$ cat src/rtl/mux_eight_rr_arb_pkg.sv
// Shared definitions for the mux_eight round-robin arbiter.
//   NUM_REQ : number of requesters sharing the mux_eight datapath
//   SEL_W   : width of the mux select
//   state_t : arbiter FSM state encoding
package mux_eight_rr_arb_pkg;

  localparam int NUM_REQ = 8;
  localparam int SEL_W   = 3;

  typedef enum logic {
    IDLE  = 1'b0,
    GRANT = 1'b1
  } state_t;

endpackage

$ cat src/rtl/mux_eight_rr_arb_if.sv
// Handshake bundle between the requesters and the arbiter.
//   req       : request vector, bit i = requester i wants the mux
//   rel       : release pulse from the current grant holder
//   s         : mux select driven to mux_eight.s
//   gnt       : one-hot grant (zero when no grant is active)
//   gnt_valid : a grant is active and s is stable
//   preempt   : one-cycle pulse when a grant was ended by timeout
// master = requester side, slave = arbiter side.
interface mux_eight_rr_arb_if;
  import mux_eight_rr_arb_pkg::*;

  logic [NUM_REQ-1:0] req;
  logic               rel;
  logic [SEL_W-1:0]   s;
  logic [NUM_REQ-1:0] gnt;
  logic               gnt_valid;
  logic               preempt;

  modport master (output req, rel, input s, gnt, gnt_valid, preempt);
  modport slave  (input req, rel, output s, gnt, gnt_valid, preempt);

endinterface

$ cat src/rtl/mux_eight_rr_arb_rr_pick8.sv
// Combinational round-robin picker: finds the first set request bit in the
// order ptr, ptr+1, ... wrapping 7 -> 0.
//   req : request vector
//   ptr : first position to consider
//   idx : index of the chosen requester (don't care when any = 0)
//   any : at least one request is set
module rr_pick8
  import mux_eight_rr_arb_pkg::*;
(
  input  logic [NUM_REQ-1:0] req,
  input  logic [SEL_W-1:0]   ptr,
  output logic [SEL_W-1:0]   idx,
  output logic               any
);

  logic [NUM_REQ-1:0] rot;
  logic [SEL_W-1:0]   off;

  // Rotate so that position ptr lands on bit 0; the 3-bit index sum wraps
  // naturally, which is exactly the search-order wrap.
  for (genvar gi = 0; gi < NUM_REQ; gi++) begin : g_rot
    assign rot[gi] = req[SEL_W'(gi) + ptr];
  end

  // Lowest set bit of the rotated vector wins.
  always_comb begin
    off = '0;
    for (int i = NUM_REQ - 1; i >= 0; i--) begin
      if (rot[i]) begin
        off = SEL_W'(i);
      end
    end
  end

  // Rotate back to an absolute requester index.
  assign idx = off + ptr;
  assign any = |req;

endmodule

$ cat src/rtl/mux_eight_rr_arb.sv
// Round-robin arbiter sharing one 8:1 mux_eight among 8 requesters.
// A grant is held until the holder releases, drops its request, or reaches
// MAX_HOLD cycles (0 = no limit). One idle cycle separates consecutive grants
// so s never changes while gnt_valid is high.
//   clk : clock, rising edge
//   rst : asynchronous active-high reset
//   bus : slave side of mux_eight_rr_arb_if (req, rel in; s, gnt,
//         gnt_valid, preempt out)
// CNT_W must satisfy 2**CNT_W > MAX_HOLD.
module mux_eight_rr_arb
  import mux_eight_rr_arb_pkg::*;
#(
  parameter int MAX_HOLD = 16,
  parameter int CNT_W    = 5
) (
  input  logic               clk,
  input  logic               rst,
  mux_eight_rr_arb_if.slave  bus
);

  localparam bit              HOLD_EN   = (MAX_HOLD != 0);
  localparam logic [CNT_W-1:0] HOLD_LAST = HOLD_EN ? CNT_W'(MAX_HOLD - 1) : '0;

  state_t             state_reg, state_next;
  logic [SEL_W-1:0]   s_reg, s_next;
  logic [NUM_REQ-1:0] gnt_reg, gnt_next;
  logic               gnt_valid_reg, gnt_valid_next;
  logic               preempt_reg, preempt_next;
  logic [SEL_W-1:0]   ptr_reg, ptr_next;
  logic [CNT_W-1:0]   cnt_reg, cnt_next;

  logic [SEL_W-1:0]   pick_idx;
  logic               pick_any;
  logic               rel_end, drop_end, time_end;

  rr_pick8 u_pick (
    .req (bus.req),
    .ptr (ptr_reg),
    .idx (pick_idx),
    .any (pick_any)
  );

  assign rel_end  = bus.rel;
  assign drop_end = !bus.req[s_reg];
  // cnt counts completed grant cycles minus one, so matching MAX_HOLD-1
  // ends the grant after exactly MAX_HOLD valid cycles.
  assign time_end = HOLD_EN && (cnt_reg == HOLD_LAST);

  always_comb begin
    state_next     = state_reg;
    s_next         = s_reg;
    gnt_next       = gnt_reg;
    gnt_valid_next = gnt_valid_reg;
    preempt_next   = 1'b0;
    ptr_next       = ptr_reg;
    cnt_next       = cnt_reg;
    case (state_reg)
      IDLE: begin
        if (pick_any) begin
          state_next           = GRANT;
          s_next               = pick_idx;
          gnt_next             = '0;
          gnt_next[pick_idx]   = 1'b1;
          gnt_valid_next       = 1'b1;
          cnt_next             = '0;
        end
      end
      GRANT: begin
        cnt_next = cnt_reg + CNT_W'(1);
        if (rel_end || drop_end || time_end) begin
          state_next     = IDLE;
          gnt_next       = '0;
          gnt_valid_next = 1'b0;
          ptr_next       = s_reg + SEL_W'(1);
          // Release or drop wins over a coincident timeout.
          preempt_next   = time_end && !rel_end && !drop_end;
        end
      end
      default: state_next = IDLE;
    endcase
  end

  always_ff @(posedge clk or posedge rst) begin
    if (rst) begin
      state_reg     <= IDLE;
      s_reg         <= '0;
      gnt_reg       <= '0;
      gnt_valid_reg <= 1'b0;
      preempt_reg   <= 1'b0;
      ptr_reg       <= '0;
      cnt_reg       <= '0;
    end else begin
      state_reg     <= state_next;
      s_reg         <= s_next;
      gnt_reg       <= gnt_next;
      gnt_valid_reg <= gnt_valid_next;
      preempt_reg   <= preempt_next;
      ptr_reg       <= ptr_next;
      cnt_reg       <= cnt_next;
    end
  end

  assign bus.s         = s_reg;
  assign bus.gnt       = gnt_reg;
  assign bus.gnt_valid = gnt_valid_reg;
  assign bus.preempt   = preempt_reg;

endmodule

$ cat src/flat_wrapper.sv
// flat-port wrapper written by rule: the top's interface ports become plain ports
module mux_eight_rr_arb_flat import mux_eight_rr_arb_pkg::*;
#(
  parameter int MAX_HOLD = 16,
  parameter int CNT_W    = 5
)
  (clk, rst, bus_req, bus_rel, bus_s, bus_gnt, bus_gnt_valid, bus_preempt);
  mux_eight_rr_arb_if bus_i ();
  input  logic clk;
  input  logic rst;
  input wire logic [$bits(bus_i.req)-1:0] bus_req;
  input wire logic [$bits(bus_i.rel)-1:0] bus_rel;
  output wire logic [$bits(bus_i.s)-1:0] bus_s;
  output wire logic [$bits(bus_i.gnt)-1:0] bus_gnt;
  output wire logic [$bits(bus_i.gnt_valid)-1:0] bus_gnt_valid;
  output wire logic [$bits(bus_i.preempt)-1:0] bus_preempt;
  assign bus_i.req = bus_req;
  assign bus_i.rel = bus_rel;
  assign bus_s = bus_i.s;
  assign bus_gnt = bus_i.gnt;
  assign bus_gnt_valid = bus_i.gnt_valid;
  assign bus_preempt = bus_i.preempt;
  mux_eight_rr_arb #(.MAX_HOLD(MAX_HOLD), .CNT_W(CNT_W)) u_core (.clk(clk), .rst(rst), .bus(bus_i));
endmodule
$ cat config.mk
export PLATFORM = sky130hd
export DESIGN_NAME = mux_eight_rr_arb_flat
export DESIGN_NICKNAME = d
export VERILOG_FILES = /design/src/rtl/mux_eight_rr_arb_pkg.sv /design/src/rtl/mux_eight_rr_arb_if.sv /design/src/rtl/mux_eight_rr_arb_rr_pick8.sv /design/src/rtl/mux_eight_rr_arb.sv /design/src/flat_wrapper.sv
export SDC_FILE = /design/constraint.sdc
export NUM_CORES = 1
export LEC_CHECK = 0
export ABC_AREA = 1
export BUFFER_PORTS_ARGS = -buffer_cell sky130_fd_sc_hd__buf_2
export CAP_MARGIN = 20
export CELL_PAD_IN_SITES_DETAIL_PLACEMENT = 2
export CELL_PAD_IN_SITES_GLOBAL_PLACEMENT = 2
export CORE_MARGIN = 4
export CORE_UTILIZATION = 34
export CTS_CLUSTER_DIAMETER = 120
export DETAILED_ROUTE_END_ITERATION = 7
export MAX_ROUTING_LAYER = met4
export PLACE_DENSITY_LB_ADDON = 0.1
export SLEW_MARGIN = 30
export SYNTH_ARGS = -nofsm -noshare
export SYNTH_HDL_FRONTEND = slang
export SYNTH_SLANG_ARGS = --single-unit
$ cat constraint.sdc
create_clock -name clk -period 6.23 [get_ports clk]
set_clock_uncertainty 0.2 [all_clocks]
set_input_delay 0.3115 -clock clk [delete_from_list [all_inputs] [get_ports clk]]
set_output_delay 0.3115 -clock clk [all_outputs]
set_load 0.01 [all_outputs]
==> metrics.md <==
| Metric | Value |
|---|---|
| Die height | 76.0 um |
| Async SR Flop Fraction | 100% |
| Final hold slack | 0.180 ns |
| CTS clk-pin slew, worst paths | 0.08 ns |
| Ratio of cells with drive above 1 in the final layout | 18.9% |
| Status | finished, final reports clean |
| Slew margin rel. | 44.4% |
| Worst hold start | bus_rel |
| Wire per inst | 17.4 um |
| Gate Count Post-Synth | 219 |
| Max reg flops | 8 |
| Initial Util | 35.6% |
| Fin. max-slew vios | 0 |
| Sum of negative setup slack | 0 ns |
| Slew @ Worst Pin | 0.829 ns |
| Max frequency | 0.281 GHz |
| Syn Nets | 237 |
| Detailed Place HPWL | 4.22 mm |
| Clock Tree Buf Depth | 2 |
| Final number of setup-violating endpoints | 0 |
| Worst Hold Depth | 3 |
| Final count of hold timing violations | 0 |
| PD cells | 651 nW/um^2 |
| Root Buffer | clkbuf_8 |
| CTS tree | yes |
| Synth Cell Area | 1570 sq um |
| CP Max Fanout | 11 |
| H-tree levels | 1 |
| Clk Latency, worst-skew pair | 0.27 ns |
| Max VDD drop | 0.308 mV |
| Endpoint class of the critical path | register |
| Worst Hold Class | input pin to register |
| Seq/Total Area, Yosys | 35.0% |
| Setup CP Type | register to register |
| Number of synthesized flops with an enable pin | 0 |
| CTS Sinks | 22 |
| Final WS setup | 2.67 ns |
| Via count | 1585 |
| Initial antenna violation count | 0 |
| R2R Setup Slk | 2.67 ns |
| Synth area leader | dfrtp_1 |
| Core Region | 4410 sq um |
| Largest net degree at the start of global routing | 23 |
| Critical R2R Launch | u_core.ptr_reg[0] |
| #FFs+latches synth | 22 |
| Reg2reg path depth | 20 |
| Num CTS Buffers | 3 |
| Rows | 24 |
| Data required, critical path | 6.19 ns |
| Ranking of synthesized cells by area | dfrtp_1, nand2_1, nand3_1, nand4_1, ha_1 |
| Fin crit share | 57.1% |
| Antenna fix cells | 0 |
| Most numerous cell in the Yosys netlist | nand2_1 |
| Fin util | 40.8% |
| Syn Area/Cell | 7.18 sq um |
| Die area | 5770 sq um |
| Die Wd | 76.0 um |
| Layout fillers | 556 |
| Routed WL | 5.14 mm |
| Most frequent cells after synthesis | nand2_1, nand3_1, dfrtp_1 |
| FF-to-FF End | u_core.bus.s[2] |
| Via/cell ratio | 5.37 |
| Ys flop type | dfrtp_1 |
| Register Area | 551 sq um |
| Leakage power | 0.965 nW |
| Dpl ws | 2.72 ns |
| Multi-input logic area | 911 sq um |
| Max cap viols | 0 |
| Remaining DRCs | 0 |
| Hold endpoint | u_core.bus.preempt |
| Port Buffers | 23 |
| I/O Pins | 24 |
| Synth cell types | 25 |
| Final ANT Viol Nets | 0 |
| First-pass GRT wire length | 8.83 mm |
| GR Util All Layers | 19.3% |
| Top-area cell type share of the netlist area | 35.0% |
| Synth Warn # | 0 |
| Number of global-route vias before repair | 1803 |
| GR Overflow Total | 0 |
| RSZ-0062 raised after global routing | no |
| DR iter-0 viols | 38 |
| Min cycle time layout | 3.56 ns |
| GP Congestion | 0.831 |
| Nets@finish | 262 |
| Area delta synth->final | 14.5% |
| Worst path arrival time | 3.52 ns |
| CP Launch Type | register |
| DRT Pass-1 Iters | 4 |
[what timing repair did]
action | CTS | global route
endpoints found under the hold margin | 0 | 22
endpoints found under the setup margin | 0 | 0
hold buffers | 0 | 1
gates resized for setup | 0 | 0
setup buffers | 0 | 0
[cells in the final DEF, fill, tap and decap left out, drive strengths merged]
cell / netlist / routed
a21boi: 1 / 1
ha: 6 / 6
nor2: 20 / 20
dlygate4sd3: 0 / 1
xor2: 4 / 4
dfrtp: 22 / 22
inv: 19 / 18
fa: 1 / 1
xnor2: 2 / 2
o21ai: 14 / 14
clkinv: 0 / 1
buf: 3 / 23
bufinv: 0 / 1
nand3b: 1 / 1
nand2: 76 / 76
nand4: 14 / 14
clkbuf: 1 / 3
a22o: 1 / 1
o221ai: 2 / 2
nand3: 31 / 31
a21oi: 1 / 1
[per-layer routing]
metal,up-vias,wire [um],global-route usage (%),share of wire (%)
met5,-,0,-,0
met3,5,85,2.13,1.7
li1,777,-,-,-
met4,0,66,5.87,1.3
met1,783,2440,23.8,47
met2,20,2560,32.8,50
[where the power goes]
group	switching [mW]	leakage, nW	internal [mW]	total, mW
combinational	0.522	0.642	0.253	0.775
clock	0.0504	0.0357	0.0860	0.136
sequential	0.0692	0.288	0.190	0.259
total	0.642	0.965	0.530	1.17
[stage by stage]
step                cell area [sq um]  total power, mW  instances
floorplan                        1570            0.837        219
global placement                 1720            0.986        290
detailed placement               1720             1.04        290
CTS                              1790             1.19        294
global route                     1800             1.31        295
finish                           1800             1.17        295
[how the worst max path moves through the flow]
stage	from	endpoint	slack, ns	cells after the start
floorplan	u_core.ptr_reg[0]	u_core.bus.s[2]	3.24	21
global placement	u_core.ptr_reg[0]	u_core.bus.s[2]	2.92	20
global route	u_core.ptr_reg[0]	u_core.bus.gnt[7]	2.37	20
CTS	u_core.ptr_reg[0]	u_core.bus.s[2]	2.67	20
detailed placement	u_core.ptr_reg[0]	u_core.bus.s[2]	2.72	20
finish	u_core.ptr_reg[0]	u_core.bus.s[2]	2.67	20
[cell families (layout without fill, tap and decap cells)]
family          Yosys count  after routing  synth area share [%]
xor+xnor                  6              6                  3.34
compound gates           19             19                  7.17
simple gates            142            142                  41.4
flops                    22             22                  35.0
buf+inv                  23             47                  7.01
fa+ha+maj                 7              7                  6.05
[worst max-delay path: stages, from the launching register on]
cell and delay, ns:
dfrtp_1 0.61, inv_6 0.10, ha_1 0.38, inv_1 0.15, nand3_1 0.13, nand3_1 0.11
nand2_1 0.08, nand3_1 0.08, nand2_1 0.06, nand2_1 0.07, nand2_1 0.05, nand2_1 0.05
a21boi_0 0.10, ha_1 0.22, fa_1 0.37, xor2_1 0.22, inv_1 0.08, nand3_2 0.12
nand2_2 0.10, nand2_1 0.11, o21ai_2 0.06
[cell type report]
cell class | instances | area share [%]
multi-input combinational | 174 | 50.6
clock inverter | 1 | 1.67
clock buffer | 3 | 2.29
tap | 52 | 3.62
sequential | 22 | 30.6
inverter | 19 | 4.24
timing repair buffer | 24 | 6.95
Power figures use the tool's default switching activity.
